## src/rtl/bin_to_bcd_seq.sv

```systemverilog
// Sequential binary-to-BCD converter (double dabble, one bit per clock).
// Produces packed decimal digits plus a leading-zero blank mask for the display.
module bin_to_bcd_seq #(
    parameter int IN_W   = 16,
    parameter int DIGITS = 5
) (
    input  logic                  clk,
    input  logic                  rst_n,
    input  logic                  start,
    input  logic [IN_W-1:0]       bin_in,
    output logic                  busy,
    output logic                  done,
    output logic [4*DIGITS-1:0]   bcd_out,
    output logic [DIGITS-1:0]     blank
);

    localparam int SR_W  = 4*DIGITS + IN_W;
    localparam int CNT_W = $clog2(IN_W + 1);
    localparam logic [CNT_W-1:0] LAST_CNT = CNT_W'(IN_W - 1);
    localparam logic [DIGITS-1:0] BLANK_RST = {{(DIGITS-1){1'b1}}, 1'b0};

    typedef enum logic {
        IDLE  = 1'b0,
        SHIFT = 1'b1
    } state_t;

    state_t                state_q, state_d;
    logic [4*DIGITS-1:0]   bcd_q, bcd_d;
    logic [IN_W-1:0]       bin_q, bin_d;
    logic [CNT_W-1:0]      cnt_q, cnt_d;
    logic                  done_q, done_d;
    logic [4*DIGITS-1:0]   bcd_out_q, bcd_out_d;
    logic [DIGITS-1:0]     blank_q, blank_d;

    logic [4*DIGITS-1:0]   bcd_adj;
    logic [SR_W-1:0]       sr_adj;
    logic [SR_W-1:0]       sr_next;
    logic [4*DIGITS-1:0]   bcd_fin;
    logic [DIGITS-1:0]     mask;
    logic                  zero_run;

    always_ff @(posedge clk) begin
        if (!rst_n) begin
            state_q   <= IDLE;
            bcd_q     <= '0;
            bin_q     <= '0;
            cnt_q     <= '0;
            done_q    <= 1'b0;
            bcd_out_q <= '0;
            blank_q   <= BLANK_RST;
        end else begin
            state_q   <= state_d;
            bcd_q     <= bcd_d;
            bin_q     <= bin_d;
            cnt_q     <= cnt_d;
            done_q    <= done_d;
            bcd_out_q <= bcd_out_d;
            blank_q   <= blank_d;
        end
    end

    // Add-3 correction on every digit >= 5, then one left shift of {bcd, bin}.
    always_comb begin
        bcd_adj = bcd_q;
        for (int k = 0; k < DIGITS; k++) begin
            if (bcd_q[4*k +: 4] >= 4'd5) begin
                bcd_adj[4*k +: 4] = bcd_q[4*k +: 4] + 4'd3;
            end
        end
        sr_adj  = {bcd_adj, bin_q};
        sr_next = sr_adj << 1;
        bcd_fin = sr_next[SR_W-1 -: 4*DIGITS];
    end

    // A digit is dark only when it and every more significant digit are zero.
    always_comb begin
        mask     = '0;
        zero_run = 1'b1;
        for (int k = DIGITS - 1; k >= 1; k--) begin
            zero_run = zero_run & (bcd_fin[4*k +: 4] == 4'd0);
            mask[k]  = zero_run;
        end
    end

    always_comb begin
        state_d   = state_q;
        bcd_d     = bcd_q;
        bin_d     = bin_q;
        cnt_d     = cnt_q;
        done_d    = 1'b0;
        bcd_out_d = bcd_out_q;
        blank_d   = blank_q;
        case (state_q)
            IDLE: begin
                if (start) begin
                    bin_d   = bin_in;
                    bcd_d   = '0;
                    cnt_d   = '0;
                    state_d = SHIFT;
                end
            end
            SHIFT: begin
                bcd_d = bcd_fin;
                bin_d = sr_next[IN_W-1:0];
                cnt_d = cnt_q + CNT_W'(1);
                if (cnt_q == LAST_CNT) begin
                    state_d   = IDLE;
                    done_d    = 1'b1;
                    bcd_out_d = bcd_fin;
                    blank_d   = mask;
                end
            end
            default: state_d = IDLE;
        endcase
    end

    assign busy    = (state_q == SHIFT);
    assign done    = done_q;
    assign bcd_out = bcd_out_q;
    assign blank   = blank_q;

endmodule

```

## config.mk

```make
export PLATFORM = sky130hd
export DESIGN_NAME = bin_to_bcd_seq
export DESIGN_NICKNAME = d
export VERILOG_FILES = /design/src/rtl/bin_to_bcd_seq.sv
export SDC_FILE = /design/constraint.sdc
export NUM_CORES = 1
export LEC_CHECK = 0
export CAP_MARGIN = 20
export CORE_MARGIN = 2
export CORE_UTILIZATION = 49
export CTS_CLUSTER_SIZE = 30
export DETAILED_ROUTE_END_ITERATION = 12
export PLACE_DENSITY_LB_ADDON = 0.25
export SLEW_MARGIN = 20
export SYNTH_ARGS = -nofsm -noshare
export SYNTH_HDL_FRONTEND = slang
export SYNTH_SLANG_ARGS = --single-unit
```

## constraint.sdc

```tcl
create_clock -name clk -period 1.76 [get_ports clk]
set_input_delay 0.176 -clock clk [delete_from_list [all_inputs] [get_ports clk]]
set_output_delay 0.176 -clock clk [all_outputs]
set_load 0.02 [all_outputs]
```

== Word-level counts from Yosys, hierarchy flattened ==
Index checks and enable logic that the tools add are counted.

* Output and inout port bits: 27
* ROM bits: 0
* Register bits: 67
* RAM bits: 0
* Bits in latches: 0
* Memories kept: 0

* Order comparisons: 5
* Multiply operators: 0
* Shift operators: 0
* Add/subtract/negate cells: 6
* Mux-type cells: 15
* Reduce and logical (&&, ||, !) cells: 6
* Equality and inequality tests: 2
* Divide/modulo/power cells: 0
* Bitwise logic cells: 4

{| class="wikitable"
|+ Operators with widths
! kind !! count
|-
| 20-bit one-hot mux with 2 select lines || 1
|-
| 16-bit one-hot mux with 2 select lines || 1
|-
| 4-bit by 3-bit greater-or-equal comparator with 1-bit output (second input constant) || 5
|-
| 20-bit two-way mux || 1
|-
| 4-bit by 2-bit adder with 4-bit output (second input constant) || 4
|-
| 4-bit zero test || 4
|-
| 16-bit two-way mux || 1
|-
| 4-bit two-way mux || 4
|-
| 5-bit one-hot mux with 2 select lines || 1
|-
| 5-bit by 1-bit adder with 5-bit output (second input constant) || 1
|-
| 5-bit by 4-bit == test with 1-bit output (second input constant) || 1
|-
| 5-bit two-way mux || 1
|-
| 2-bit AND reduction || 2
|-
| 3-bit by 2-bit adder with 3-bit output (second input constant) || 1
|-
| 1-bit AND || 3
|-
| 1-bit two-way mux || 3
|-
| 3-bit two-way mux || 1
|-
| 2-bit != test (second input constant) || 1
|-
| 1-bit one-hot mux with 2 select lines || 1
|-
| 1-bit inverter || 1
|}

== Depth between registers and ports, before layout ==
* Depth after elaboration: 6
* Mapped depth: 8

== Least setup slack after synthesis ==
No wires, ideal clock.

* Path kind: reg2reg
* From: reg bcd_q[12]
* To: reg blank_q[1], in the netlist blank[1]
* Data arrival time: 1.657 ns
* Path slack: 0.009 ns
* Setup time: 0.093 ns
* Path buffers: 0
* Required time: 1.667 ns
* Cell stages (with the launch flop): 8
* Cell sequence: dfxtp_1 > inv_1 > ha_1 > nand2b_1 > a21oi_1 > mux2i_1 > nand4_2 > o311ai_2

* Longest elaborated chain between the ends: 6
* Elaborated cells between the ends (all ways): 8

{| class="wikitable"
|+ RTL lines
! item !! RTL line !! source
|-
| start: declaration || 28 || <nowiki>logic [4*DIGITS-1:0] bcd_q, bcd_d;</nowiki>
|-
| start signal: assignment || 45 || <nowiki>bcd_q <= '0;</nowiki>
|-
| start signal: assignment || 53 || <nowiki>bcd_q <= bcd_d;</nowiki>
|-
| 4-bit by 2-bit adder with 4-bit output or 4-bit by 3-bit greater-or-equal comparator with 1-bit output (tied branches) || 67, 66 ||
|-
| 4-bit two-way mux (*) || 66 || <nowiki>if (bcd_q[4*k +: 4] >= 4'd5) begin</nowiki>
|-
| 4-bit zero test || 80 || <nowiki>zero_run = zero_run & (bcd_fin[4*k +: 4] == 4'd0);</nowiki>
|-
| 1-bit AND (*) (3 in series) || 80 ||
|-
| end signal: assignment || 58 || <nowiki>blank_q <= blank_d;</nowiki>
|-
| end: declaration || 33 || <nowiki>logic [DIGITS-1:0] blank_q, blank_d;</nowiki>
|}

Every way passes the cells marked *; elsewhere a longest branch is shown, timed or not.
A chain may end at the register's enable or synchronous reset.

== Final worst setup path ==
* From: reg bcd_q[16]
* To: reg blank_q[1], in the netlist blank[1]

* Longest elaborated chain between the ends: 6
* Elaborated cells between the ends (all ways): 7

{| class="wikitable"
|+ RTL lines
! item !! RTL line
|-
| 4-bit by 3-bit greater-or-equal comparator with 1-bit output or 3-bit by 2-bit adder with 3-bit output (tied branches) || 66, 67
|-
| 3-bit two-way mux (*) || 66
|-
| 4-bit zero test (*) || 80
|-
| 1-bit AND (*) (3 in series) || 80
|}

Marked as above.

==> flow_summary.ini <==
[place]
dp_slack_ps = -54.6
place.port_buffers = 44
place_congestion = 0.815
place_hpwl_um = 4780

[synth]
synth_mux_area_frac = 0.0812
synth.net_count = 421
ys.flop_type = dfxtp_1
synthArstFlopShare = 0
synth_top_family_by_area = simple AND/OR/NAND/NOR gates
synth_edf_count = 0
synth_area_um2 = 3330
synthXorXnorAreaFrac = 0.0158
syn_inst = 390
synth_fa_ha_area_frac = 0.0451
yosys_warnings = 0
ys_seq_area_frac = 0.403
synth_top_cell_area_share = 0.403
yosysTopAreaCell = dfxtp_1
synth-compound-area-share = 0.166
ys_ff_latch = 67
netlist-cell-type-count = 35
synth_simple_gate_area_frac = 0.242
synth_area_per_cell_um2 = 8.53
synth_area_leaders = dfxtp_1 40%, mux2i_1 8.1%, nand2_1 6.9%

[grt]
grt_max_degree = 41
gr-usage-all-layers = 0.197
grt_pass1_wl_um = 11700
grt.overflow.total = 0
first_global_vias = 2628
antenna_found_initial = 0

[clock_network]
htreeDepth = 3
cts_max_path_buffers = 2
clk_pin_slew_ps = 70
cts_tree = built
cts_buffers = 9
insertion_delay_ps = 350
hold_buffers = 0
cts-root-buf = clkbuf_8
cts.sink_count = 67

[sta]
min_period_over_period = 0.952
rsz0062_at_grt = true
setup_tns_ps = 0
slew_headroom = 0.638
fin_crit_ps = 1680
worst_slew_pin_slew_ps = 540
setup_violations = 0
slew_viol_final = 0
timing.fmax_ghz = 0.597
setup_ws_ps = 84.7
hold_viol = 0
finClkSkew_ps = 11.5

[finish]
drive_above_1_share = 0.133
seq_area_um2 = 1350
layout_common_cells = 63 x dfxtp_1, 61 x nand2_1, 43 x clkdlybuf4s50_1
n_antenna_cell = 0
nFillCells = 574
fin_nets = 472
multi_input_area_um2 = 1880
layout_commonest_cell = dfxtp_1
syn2layout_area_growth_pct = 25.6
fin_util = 0.626

[routing]
wl_um = 6920
dr.pass1.iters = 4
post_drt_wl_per_cell_um = 13.2
vias = 2743
drt_drc_violations_left = 0
ant_nets = 0
drt-initial-drc-count = 115
via_per_inst = 5.22

[critical_path]
cp-start-kind = flop
end_kind = flop
path_class = flop to flop
worstPathRequired_ps = 2020
r2r_start = bcd_q[16]
cp.arrival_ps = 1940
crit_fanout = 4
cp-startpoint = bcd_q[16]

[floorplanning]
rows = 30
die_w_um = 86.4
io_pins = 46
fp.dieH_um = 86.4
initial_core_util = 0.498
core_area_um2 = 6680
dieArea_um2 = 7460

[power_and_ir_drop]
power_mw = 2.95
leakagePower_nw = 1.70
powerDensity_nw_per_um2 = 705
ir_worst_vdd_v = 0.000496

[run]
drv_cap = 0

[min_path]
hp-class = input pin to flop
min_from = rst_n

[status]
status = finished clean
## cell usage after synthesis, types with 2 or more instances
cell      number
dfxtp_1       67
nand2_1       61
a21oi_1       29
mux2i_1       27
nor2b_1       21
and2_1        19
nor3b_1       18
o21ai_0       15
a21boi_1      14
ha_1          12
buf_2         11
clkbuf_1      11
inv_1         11
o21ai_1       11
nor3_1        10
o211a_1        7
nand2b_1       6
nor2_1         6
xnor2_1        6
nand3_1        5
o21a_1         5
and3_1         2
and3b_1        2
buf_1          2
o211ai_1       2
## layer usage
layer | track usage | up-vias | routed length, µm
met5 | 0 | - | 0
met2 | 0.330 | 42 | 3180
met1 | 0.240 | 1268 | 3350
met4 | 0.0881 | 0 | 133
met3 | 0.0476 | 11 | 250
li1 | - | 1422 | -
## sequential cells by signal (all words and copies together), names as in the netlist
signal,flops
bin_q,16
bcd_q,20
busy,1
bcd_out,20
done,1
blank,4
cnt_q,5
## layout make-up
cell class,instances,area share
multi-input cells,287,0.450
clock buffers,13,0.0404
flip-flops and latches,67,0.322
clock inverters,2,0.00239
inverters,11,0.00988
repair buffers,65,0.151
well taps,80,0.0239
## report_power, final
group          internal (mW)  total, mW  leakage [nW]  switching [mW]
clock                  0.615       1.16        0.0953           0.546
sequential              1.54       1.56         0.544          0.0198
combinational          0.117      0.223          1.06           0.107
total                   2.28       2.95          1.70           0.673
## through the flow
stage	instance area, µm²	instances	hold WS [ps]
after global placement	3940	509	442
final	4180	525	248
after CTS	4130	524	233
after floorplan	3330	390	396
after global routing	4180	525	268
after detailed placement	3940	509	444
## what timing repair did
item | in CTS | in global routing
setup endpoints to repair | 1 | 11
gates resized for setup | 4 | 15
buffers inserted | 0 | 1
endpoints found under the hold margin | 0 | 0
pin swaps | 1 | 4
## cells by family after synthesis
kind of cell	after synthesis
AO/OA/AOI/OAI	88
XOR/XNOR	6
adder cells (fa/ha/maj)	12
buffers and inverters	36
flip-flops	67
multiplexers	27
other	1
AND/OR/NAND/NOR	153
## worst max-delay path: stages, from the launching register on
cell and delay, ps:
dfxtp_2 360, inv_1 80, ha_1 230, and2_1 180, a21oi_2 140, and3b_1 220, nand4_2 150, o311ai_2 230
## worst paths after layout
| check | cells after the start | slack, ps | endpoint |
|---|---|---|---|
| max | 7 | 80 | blank[1] |
| min | 2 | 250 | blank[1] |
| max reg2reg | 7 | 80 | blank[1] |
| min reg2reg | 2 | 450 | bcd_out[1] |
No activity file was read; power rests on OpenSTA's default activity.
